<file path="src/rtl/lsu_pkg.sv">
// rtl/lsu_pkg.sv - shared types and constants for the load/store unit
package lsu_pkg;

    typedef enum logic [1:0] {
        ST_IDLE,
        ST_REQ,
        ST_RESP,
        ST_ERR
    } lsu_state_e;

    localparam logic [6:0] OPCODE_LOAD  = 7'b0000011;
    localparam logic [6:0] OPCODE_STORE = 7'b0100011;

    localparam logic [2:0] F3_LB  = 3'b000;
    localparam logic [2:0] F3_LH  = 3'b001;
    localparam logic [2:0] F3_LW  = 3'b010;
    localparam logic [2:0] F3_LBU = 3'b100;
    localparam logic [2:0] F3_LHU = 3'b101;
    localparam logic [2:0] F3_SB  = 3'b000;
    localparam logic [2:0] F3_SH  = 3'b001;
    localparam logic [2:0] F3_SW  = 3'b010;

    localparam logic [1:0] CAUSE_NONE       = 2'b00;
    localparam logic [1:0] CAUSE_MISALIGNED = 2'b01;
    localparam logic [1:0] CAUSE_FUNCT3     = 2'b10;
    localparam logic [1:0] CAUSE_TIMEOUT    = 2'b11;

    function automatic logic funct3_legal(input logic is_store, input logic [2:0] f3);
        if (is_store)
            return (f3 == F3_SB) || (f3 == F3_SH) || (f3 == F3_SW);
        return (f3 == F3_LB) || (f3 == F3_LH) || (f3 == F3_LW) ||
               (f3 == F3_LBU) || (f3 == F3_LHU);
    endfunction

endpackage

</file>
<file path="src/rtl/load_data_align.sv">
// rtl/load_data_align.sv - byte-lane shift and sign/zero extension of a load word
module load_data_align
    import lsu_pkg::*;
(
    input  logic [31:0] RDATA,
    input  logic [1:0]  OFFSET,
    input  logic [2:0]  FUNCT3,
    output logic [31:0] DATA
);

    logic [31:0] shifted;

    assign shifted = RDATA >> {OFFSET, 3'b000};

    always_comb begin
        DATA = shifted;
        case (FUNCT3)
            F3_LB:   DATA = {{24{shifted[7]}}, shifted[7:0]};
            F3_LBU:  DATA = {24'd0, shifted[7:0]};
            F3_LH:   DATA = {{16{shifted[15]}}, shifted[15:0]};
            F3_LHU:  DATA = {16'd0, shifted[15:0]};
            default: DATA = shifted;
        endcase
    end

endmodule

</file>
<file path="src/rtl/load_store_unit.sv">
// rtl/load_store_unit.sv - single-outstanding RV32I load/store memory stage
module load_store_unit
    import lsu_pkg::*;
#(
    parameter int TIMEOUT_CYCLES = 255
) (
    input  logic        CLK,
    input  logic        RST_N,
    input  logic        START,
    input  logic [6:0]  OPCODE,
    input  logic [2:0]  FUNCT3,
    input  logic [31:0] ADDR,
    input  logic [31:0] STORE_DATA,
    input  logic [4:0]  RD,
    output logic        MEM_REQ,
    output logic        MEM_WE,
    output logic [31:0] MEM_ADDR,
    output logic [31:0] MEM_WDATA,
    output logic [3:0]  MEM_BE,
    input  logic        MEM_READY,
    input  logic [31:0] MEM_RDATA,
    output logic        BUSY,
    output logic        WB_VALID,
    output logic [4:0]  WB_RD,
    output logic [31:0] WB_DATA,
    output logic        DONE,
    output logic        FAULT,
    output logic [1:0]  FAULT_CAUSE
);

    localparam int CW = $clog2(TIMEOUT_CYCLES + 1);
    localparam logic [CW-1:0] CNT_LAST = CW'(TIMEOUT_CYCLES - 1);

    lsu_state_e  state_q, state_n;
    logic [CW-1:0] cnt_q;
    logic        is_load_q;
    logic [1:0]  off_q;
    logic [2:0]  f3_q;
    logic [4:0]  rd_q;
    logic [31:0] wb_data_q;
    logic [1:0]  cause_q;

    logic        is_load, is_store, f3_ok, misaligned;
    logic [3:0]  be_n;
    logic [31:0] wdata_n;
    logic        latch, accept, set_cause;
    logic [1:0]  cause_n;
    logic [31:0] aligned;

    assign is_load  = (OPCODE == OPCODE_LOAD);
    assign is_store = (OPCODE == OPCODE_STORE);
    assign f3_ok    = funct3_legal(is_store, FUNCT3);
    // FUNCT3[1:0] encodes size for both loads and stores (00 byte, 01 half, 10 word)
    assign misaligned = ((FUNCT3[1:0] == 2'b01) && ADDR[0]) ||
                        ((FUNCT3[1:0] == 2'b10) && (ADDR[1:0] != 2'b00));

    always_comb begin
        be_n    = 4'b1111;
        wdata_n = 32'd0;
        if (is_store) begin
            case (FUNCT3)
                F3_SB: begin
                    be_n    = 4'b0001 << ADDR[1:0];
                    wdata_n = {4{STORE_DATA[7:0]}};
                end
                F3_SH: begin
                    be_n    = 4'b0011 << ADDR[1:0];
                    wdata_n = {2{STORE_DATA[15:0]}};
                end
                default: wdata_n = STORE_DATA;
            endcase
        end
    end

    always_comb begin
        state_n   = state_q;
        latch     = 1'b0;
        accept    = 1'b0;
        set_cause = 1'b0;
        cause_n   = CAUSE_NONE;
        case (state_q)
            ST_IDLE: begin
                if (START && (is_load || is_store)) begin
                    latch = 1'b1;
                    if (!f3_ok) begin
                        state_n   = ST_ERR;
                        set_cause = 1'b1;
                        cause_n   = CAUSE_FUNCT3;
                    end else if (misaligned) begin
                        state_n   = ST_ERR;
                        set_cause = 1'b1;
                        cause_n   = CAUSE_MISALIGNED;
                    end else begin
                        state_n = ST_REQ;
                        accept  = 1'b1;
                    end
                end
            end
            ST_REQ: begin
                if (MEM_READY) begin
                    state_n = ST_RESP;
                end else if (cnt_q == CNT_LAST) begin
                    state_n   = ST_ERR;
                    set_cause = 1'b1;
                    cause_n   = CAUSE_TIMEOUT;
                end
            end
            default: state_n = ST_IDLE;
        endcase
    end

    load_data_align u_align (
        .RDATA  (MEM_RDATA),
        .OFFSET (off_q),
        .FUNCT3 (f3_q),
        .DATA   (aligned)
    );

    always_ff @(posedge CLK) begin
        if (!RST_N) begin
            state_q   <= ST_IDLE;
            cnt_q     <= '0;
            is_load_q <= 1'b0;
            off_q     <= 2'b00;
            f3_q      <= 3'b000;
            rd_q      <= 5'd0;
            wb_data_q <= 32'd0;
            cause_q   <= CAUSE_NONE;
            MEM_REQ   <= 1'b0;
            MEM_WE    <= 1'b0;
            MEM_ADDR  <= 32'd0;
            MEM_WDATA <= 32'd0;
            MEM_BE    <= 4'b0000;
        end else begin
            state_q <= state_n;
            if (set_cause)
                cause_q <= cause_n;
            if (latch) begin
                is_load_q <= is_load;
                off_q     <= ADDR[1:0];
                f3_q      <= FUNCT3;
                rd_q      <= RD;
            end
            if (accept) begin
                MEM_REQ   <= 1'b1;
                MEM_WE    <= is_store;
                MEM_ADDR  <= {ADDR[31:2], 2'b00};
                MEM_WDATA <= wdata_n;
                MEM_BE    <= be_n;
            end
            if (state_q == ST_REQ) begin
                if (state_n != ST_REQ) begin
                    MEM_REQ <= 1'b0;
                    cnt_q   <= '0;
                end else begin
                    cnt_q <= cnt_q + 1'b1;
                end
                if (MEM_READY && is_load_q)
                    wb_data_q <= aligned;
            end
        end
    end

    assign BUSY        = (state_q != ST_IDLE);
    assign DONE        = (state_q == ST_RESP);
    assign WB_VALID    = (state_q == ST_RESP) && is_load_q;
    assign FAULT       = (state_q == ST_ERR);
    assign WB_RD       = rd_q;
    assign WB_DATA     = wb_data_q;
    assign FAULT_CAUSE = cause_q;

endmodule

</file>
<file path="config.mk">
export PLATFORM = sky130hd
export DESIGN_NAME = load_store_unit
export DESIGN_NICKNAME = d
export VERILOG_FILES = /design/src/rtl/lsu_pkg.sv /design/src/rtl/load_data_align.sv /design/src/rtl/load_store_unit.sv
export SDC_FILE = /design/constraint.sdc
export NUM_CORES = 1
export LEC_CHECK = 0
export BUFFER_PORTS_ARGS = -buffer_cell sky130_fd_sc_hd__buf_4
export CAP_MARGIN = 10
export CORE_AREA = 3 3 130 132
export DETAILED_ROUTE_END_ITERATION = 7
export DIE_AREA = 0 0 133 135
export GPL_TIMING_DRIVEN = 0
export PLACE_DENSITY = 0.64
export SLEW_MARGIN = 5
export SYNTH_ARGS = -nofsm -noshare
export SYNTH_HDL_FRONTEND = slang
export SYNTH_SLANG_ARGS = --single-unit
</file>
<file path="constraint.sdc">
create_clock -name CLK -period 2.44 [get_ports CLK]
set_clock_uncertainty 0.1 [all_clocks]
set_input_delay 0.244 -clock CLK [delete_from_list [all_inputs] [get_ports CLK]]
set_output_delay 0.244 -clock CLK [all_outputs]
set_load 0.01 [all_outputs]
</file>
After elaboration in Yosys (flattened, before gate mapping)
Cells that the tools add are included.

operators by class
  add/subtract/negate cells = 1
  equality and inequality tests = 16
  shift operators = 3
  mux-type cells = 36
  reductions and logical operators = 17

operator list
  kind                                                                count
  32-bit one-hot mux with 4 select lines                              1
  32-bit one-hot mux with 2 select lines                              1
  32-bit 2-to-1 mux                                                   1
  32-bit by 5-bit >> shifter with 32-bit output                       1
  1-bit 2-to-1 mux                                                    18
  2-bit 2-to-1 mux                                                    9
  3-bit == test (second input constant)                               4
  8-bit by 1-bit adder with 8-bit output (second input constant)      1
  8-bit == test (second input constant)                               1
  8-bit 2-to-1 mux                                                    1
  2-bit one-hot mux with 2 select lines                               2
  4-bit one-hot mux with 2 select lines                               1
  7-bit by 2-bit == test with 1-bit output (second input constant)    1
  7-bit by 6-bit == test with 1-bit output (second input constant)    1
  2-bit == test (second input constant)                               3
  3-bit by 1-bit == test with 1-bit output (second input constant)    2
  3-bit zero test                                                     2
  1-bit logical OR                                                    6
  1-bit logical AND                                                   5
  2-bit by 1-bit == test with 1-bit output (second input constant)    2
  4-bit 2-to-1 mux                                                    1
  2-bit nonzero test                                                  2
  1-bit by 2-bit left shift with 4-bit output (first input constant)  1
  2-bit by 2-bit left shift with 4-bit output (first input constant)  1
  5 further kinds                                                     5

word-level totals
  flip-flop bits (word level) = 123
  input bits = 115
  output and inout bits = 113
  word-level logic and storage cells = 86

Logic depth before layout (Yosys ltp)
Gate-level depths: netlist (run 1).

  depth in word-level cells = 12
  gate-level depth with buffers = 7

By module
Synthesis (run 1) repeated with hierarchy kept, for this count alone.

second synthesis, totals
  cell total of the unflattened synthesis = 623
  area, all modules = 5,637.9 sq um

modules (own cells, without submodules)
  module           instances  cells each  area an instance (sq um)
  load_store_unit  1          516         4,943.5
  load_data_align  1          107         694.4

Worst setup path before layout (run 1)
Ideal clock, no wire load.

  path kind = flip-flop to flip-flop
  start = reg off_q[1]
  end = reg wb_data_q[21], in the netlist WB_DATA[21]
  library setup time = 0.119 ns
  arrival = 1.499 ns
  data required time = 2.221 ns
  slack = 0.721 ns
  stages on the path, launching flop included = 6
  buffers on the path = 1
  cells stage by stage = dfxtp_1 mux4_2 a2bb2oi_2 a21oi_4 buf_6 a21oi_1

between the ends
  longest elaborated chain between the ends = 2

ends and longest elaborated chain
  what                                           line                    source
  from (decl)                                    load_store_unit.sv:37   logic [1:0] off_q;
  from (signal assigned)                         load_store_unit.sv:140  off_q <= ADDR[1:0];
  32-bit by 5-bit >> shifter with 32-bit output  load_data_align.sv:13   assign shifted = RDATA >> {OFFSET, 3'b000};
  32-bit one-hot mux with 4 select lines         load_data_align.sv:17   case (FUNCT3)
  to (signal assigned)                           load_store_unit.sv:159  wb_data_q <= aligned;
  to (decl)                                      load_store_unit.sv:40   logic [31:0] wb_data_q;

No other way between the ends.
A chain may end at the register's enable or synchronous reset.

Worst setup path in the final report (run 1)
  start = reg state_q[0]
  end = reg wb_data_q[15], in the netlist WB_DATA[15]

between the ends
  longest elaborated chain between the ends = 2

ends and longest elaborated chain
  what                                      line                    source
  from (decl)                               load_store_unit.sv:34   lsu_state_e state_q, state_n;
  from (signal assigned)                    load_store_unit.sv:135  state_q <= state_n;
  2-bit by 1-bit == test with 1-bit output  load_store_unit.sv:151  if (state_q == ST_REQ) begin
  2-bit AND reduction (no line)             --

No other way between the ends.

==> results_dict.tcl, run 1 <==
set metrics [dict create \
    hold_violations 0 \
    syn_inst 674 \
    critical_path.max_fanout 10 \
    numCtsBuffers 17 \
    synth_area_um2 5530 \
    synth.most_common_cell "nand2_1" \
    insertion_delay_ns 0.41 \
    tightest_slew_ns 0.701 \
    max_stage_delay_ns 0.64 \
    synth_edf_count 0 \
    clk_pin_slew_ns 0.06 \
    synth_common_cells "nand2_1, dfxtp_1, a21oi_1, nand3_1, o21ai_0" \
    report.final.slew_viol_count 0 \
    die_w_um 133 \
    wl_per_cell_um 16.4 \
    synth_warnings 0 \
    drt_iter0_drc 318 \
    ys_types 51 \
    cp.required_ns 2.60 \
    diodes 0 \
    rows 46 \
    crit_top_cell "a21oi_1" \
    reg2reg_depth 4 \
    drt_pre_antenna_iters 5 \
    multi_input_area_um2 2780 \
    drive_gt1_share_pct 32.7 \
    end_kind "flop" \
    synth_top_area_cell "dfxtp_1" \
    portBuffers 220 \
    r2r_setup_slack_ns 0.25 \
    min_period_ns 2.19 \
    drcViolationCount 0 \
    routed_wirelength_mm 19.5 \
    num_vias 5717 \
    whs_path_depth 3 \
    slew_headroom_pct 53.2 \
    path_buf_inv 0 \
    viasPerCell 4.82 \
    whs_ns 0.0239 \
    cts_setup_buffers 0 \
    slowest_stage "a21oi_1" \
    grt_pass1_vias 5695 \
    syn2layout_area_growth_pct 54.6 \
    grt_start_max_net_pins 17 \
    crit_arrival_ns 2.34 \
    start_util_pct 35.0 \
    ys_seq_area_share_pct 44.5 \
    cap_violations 0 \
    die-area_um2 18000 \
    rsz0062_at_grt "false" \
    io_pins 228 \
    grt_usage_pct 21.4 \
    synth_ff_type "dfxtp_1" \
    period_share_pct 89.6 \
    cts_max_path_buffers 2 \
    hold_path_class "primary input to flop" \
    final-seq-area_um2 2460 \
    power_density_nw_per_um2 604 \
    ctsRootBufferMaster "clkbuf_16" \
    hold_end "MEM_WDATA[4]" \
    path_class "flop to flop" \
    synth_top_area_share_pct 44.5 \
    post_synth.cell_area_avg_um2 8.21 \
    gp_congestion 0.846 \
    outcome "complete, no violations" \
    core_um2 15800 \
    grt_overflow 0 \
    start_kind "flop" \
    setup_viol 0 \
    antenna_found_initial 0 \
    synthTopCellsByArea "dfxtp_1, nand2_1, a21oi_1, nand3_1, mux2_2" \
    r2r_start "state_q[0]" \
    cts_sinks 123 \
    r2r_end "WB_DATA[15]" \
    ir_worst_vdd_uv 446 \
    cts_resized 0 \
    fillers 1500 \
    fin_tns_setup_ns 0 \
    hp-start "STORE_DATA[4]" \
    grt_pass1_wl_mm 30.3 \
    ant_nets 0 \
    synthArstFlopShare_pct 0 \
    layout.nets 1075 \
    ys_ff_latch 123 \
    critical_path.top_delay_family "compound AO/OA/AOI/OAI gates" \
    cts_tree "done" \
    die_h_um 135 \
    place_hpwl_mm 14.6 \
    p_leak_nw 3.67 \
    fmax_mhz 457 \
    htreeDepth 4 \
    crit_chain "nor2b_1, nand3_2, a21oi_1, a21oi_1" \
]
## flip-flops by register name (all words and copies together), names as in the netlist
| name | cells |
|---|---|
| MEM_WDATA | 32 |
| MEM_ADDR | 30 |
| WB_RD | 5 |
| MEM_WE | 1 |
| WB_DATA | 32 |
| FAULT_CAUSE | 2 |
| MEM_REQ | 1 |
| is_load_q | 1 |
| f3_q | 3 |
| MEM_BE | 4 |
| off_q | 2 |
| cnt_q | 8 |
| state_q | 2 |
## layout make-up
cell class              instances  share of cell area (%)
multi-input cells             493                    32.5
plain buffers                  55                    3.29
repair buffers                264                    24.5
well taps                     216                    3.16
clock inverters                10                    1.89
clock buffers                  22                    5.78
inverters                       4                   0.175
flip-flops and latches        123                    28.8
## layout by cell type (no fill, tap or decap), types with 3 or more instances in the layout
cell	count
buf_6	4
and4_1	4
nor3_1	9
dfxtp_1	123
xor2_1	6
nand4_1	4
clkbuf_16	17
dlygate4sd3_1	44
nand3_1	59
buf_4	227
buf_1	6
nand2b_1	4
nand2_1	169
clkinvlp_4	3
a21oi_1	81
bufinv_16	4
mux2_2	24
buf_2	15
clkbuf_1	23
o211ai_1	7
nor2b_1	6
mux2i_1	24
clkbuf_8	5
o2111ai_1	8
nor2_1	21
inv_1	4
o2bb2ai_1	8
o21ai_0	28
## worst max path at each step
stage,to,slack [ns],start,depth (start not counted)
6_report,WB_DATA[15],0.25,state_q[0],4
5_1_grt,WB_DATA[15],0.12,state_q[0],4
4_1_cts,WB_DATA[15],0.26,state_q[0],4
3_5_place_dp,WB_DATA[15],0.29,state_q[0],4
3_3_place_gp,WB_DATA[8],0.33,state_q[0],4
2_1_floorplan,WB_DATA[21],0.72,off_q[1],5
## report_power, final
part	internal [W]	switching, W	total, W
logic	0.000225	0.000174	0.000399
registers	0.00201	0.00000151	0.00201
clock network	0.00184	0.000914	0.00276
total	0.00408	0.00109	0.00517
## worst min-delay path: cells and delay by family
family	cells	cell delay [ns]
buffers and inverters	1	0.10
AND/OR/NAND/NOR	2	0.17
## metrics by stage
stage | util (%) | instance area, µm² | setup WS [ns] | instances | total power, W
6_report | 54.1 | 8560 | 0.254 | 1187 | 0.00517
3_3_place_gp | 47.1 | 7460 | 0.329 | 1111 | 0.00239
2_1_floorplan | - | 5540 | 0.721 | 675 | 0.00219
5_1_grt | 54.1 | 8560 | 0.123 | 1187 | 0.00533
3_5_place_dp | 47.1 | 7460 | 0.285 | 1111 | 0.00239
4_1_cts | 54.1 | 8560 | 0.263 | 1187 | 0.00522
## per-layer routing
layer,global-route usage [%],up-vias,wire length [µm]
li1,-,2902,-
met1,26.4,2623,8330
met2,35.9,162,9550
met3,5.51,30,1150
met4,8.60,0,454
met5,0,-,0
## what timing repair did
action                     4_1_cts  5_1_grt
setup endpoints to repair        0        0
hold endpoints to repair        44        0
hold buffers                    44        0
## cell families (layout without fill, tap and decap cells)
logic type	after synthesis	after routing	synth area share [%]
AO/OA/AOI/OAI	142	142	15.4
XOR/XNOR	6	6	0.950
adder cells (fa/ha/maj)	2	2	0.452
buffers and inverters	59	355	5.36
flip-flops	123	123	44.5
multiplexers	49	49	9.63
other	1	2	0.0678
AND/OR/NAND/NOR	292	292	23.6
Note: power is estimated with default switching activity, not from simulation.
==> run 2, diff against run 1 <==
Settings changed: BUFFER_PORTS_ARGS -buffer_cell sky130_fd_sc_hd__buf_4 to -buffer_cell sky130_fd_sc_hd__buf_2.
==> run 2 against run 1 <==
  * Sequential cell count is the same
  * Setup slack better by 0.037 ns
  * Worst hold slack better by 0.0050 ns
  * Via count decreased by 0.24%
  * First-iteration DRC count is 8.2% higher
==> results_dict.tcl, run 2 (same netlist as run 1, synthesis figures left out) <==
set metrics [dict create \
    outcome "complete, no violations" \
    cts_sinks 123 \
    slowest_stage "a21oi_1" \
    start_util_pct 35.0 \
    hp-start "STORE_DATA[7]" \
    viasPerCell 4.82 \
    routed_wirelength_mm 18.8 \
    wl_per_cell_um 15.9 \
    die_w_um 133 \
    grt_overflow 0 \
    drcViolationCount 0 \
    antenna_found_initial 2 \
    cts_max_path_buffers 2 \
    mostFrequentLayoutCells "buf_2, nand2_1, dfxtp_1" \
    met3_usage_pct 5.92 \
    num_vias 5703 \
    crit_arrival_ns 2.31 \
    drt_pre_antenna_iters 4 \
    power_density_nw_per_um2 629 \
    grt_start_max_net_pins 17 \
    layout.cells.most_common "buf_2" \
    core_um2 15800 \
    grt-busiest-layer "met2" \
    met2_usage_pct 32.6 \
    cp.required_ns 2.60 \
    insertion_delay_ns 0.41 \
    crit_top_cell "a21oi_1" \
    grt_usage_pct 20.4 \
    hold_path_class "primary input to flop" \
    hold_violations 0 \
    ir_worst_vdd_uv 431 \
    met1_usage_pct 26.3 \
    cts_tree "done" \
    ant_nets 0 \
    ctsRootBufferMaster "clkbuf_16" \
    syn2layout_area_growth_pct 43.0 \
    slew_headroom_pct 53.8 \
    min_period_ns 2.15 \
    die-area_um2 18000 \
    end_kind "flop" \
    start_kind "flop" \
    clk_pin_slew_ns 0.06 \
    critical_path.top_delay_family "compound AO/OA/AOI/OAI gates" \
    portBuffers 220 \
    tightest_slew_ns 0.693 \
    cts_setup_buffers 0 \
    fmax_mhz 465 \
    critical_path.max_fanout 10 \
    place_hpwl_mm 14.1 \
    grt_pass1_vias 5348 \
    max_stage_delay_ns 0.61 \
    period_share_pct 88.1 \
    drive_gt1_share_pct 33.0 \
    io_pins 228 \
    drt_iter0_drc 344 \
    worst_slack_ns 0.291 \
    path_buf_inv 0 \
    report.final.slew_viol_count 0 \
    cp-startpoint "state_q[0]" \
    setup_viol 0 \
    cap_violations 0 \
    htreeDepth 4 \
    layout.nets 1069 \
    pre_cts_slack_ns 0.329 \
    grt_pass1_wl_mm 28.8 \
    numCtsBuffers 17 \
    post-route-util_pct 50.0 \
    crit_chain "nor2b_1, nand3_2, a21oi_1, a21oi_1" \
    p_leak_nw 3.55 \
    die_h_um 135 \
    r2r_start "state_q[0]" \
    rows 46 \
    rsz0062_at_grt "false" \
    stdcell_area_um2 7920 \
    dpl-instance-area_um2 6910 \
    fin_tns_setup_ns 0 \
    path_class "flop to flop" \
    gp_congestion 0.877 \
]
[run 2: cell count changes in the layout (fill, tap and decap cells not counted)]
cell,previous run,this run
buf_2,15,235
buf_4,227,7
bufinv_16,4,3
clkbuf_8,5,4
clkinv_2,2,4
diode_2,0,2
dlygate4sd3_1,44,38
[run 2: worst paths after layout]
kind / to / slack, ns / depth (start not counted)
worst max-delay path: WB_DATA[15] / 0.29 / 4
worst min-delay path: MEM_WDATA[7] / 0.03 / 3
worst max register to register: WB_DATA[15] / 0.29 / 4
worst min register to register: MEM_WDATA[30] / 0.34 / 2
[run 2: timing repair]
item / CTS / global route
hold buffers: 38 / 0
endpoints found under the hold margin: 38 / 0
gates resized for setup: 0 / 0
[run 2: worst register-to-register path: stages (launching register included)]
cell and delay (ns):
dfxtp_1 0.44, nor2b_1 0.41, nand3_2 0.30, a21oi_1 0.62, a21oi_1 0.15
[run 2: cell type report]
| class | count | area (µm²) |
|---|---|---|
| diodes | 2 | 5.00 |
| plain buffers | 55 | 282 |
| clock buffers | 21 | 480 |
| clock inverters | 11 | 141 |
| fillers | 1550 | 7910 |
| inverters | 4 | 15.0 |
| multi-input cells | 493 | 2780 |
| flip-flops and latches | 123 | 2460 |
| well taps | 216 | 270 |
| repair buffers | 258 | 1480 |
[run 2: per-stage QoR]
step / std cells / power [W] / hold slack, ns
after floorplan: 675 / 0.00219 / 0.274
after global placement: 1111 / 0.00234 / 0.335
after detailed placement: 1111 / 0.00234 / 0.338
after CTS: 1181 / 0.00502 / 0.00166
after global routing: 1183 / 0.00515 / 0.0132
final: 1183 / 0.00498 / 0.0289
[run 2: routing by layer]
layer | vias up | share of wire [%]
met4 | 0 | 2.0
met3 | 26 | 5.5
li1 | 2884 | -
met5 | - | 0
met2 | 173 | 48
met1 | 2620 | 45
[run 2: report_power, final]
group          switching (W)  internal [W]
Combinational       0.000169      0.000169
Sequential        0.00000145       0.00201
Clock               0.000917       0.00171
Total                0.00109       0.00389
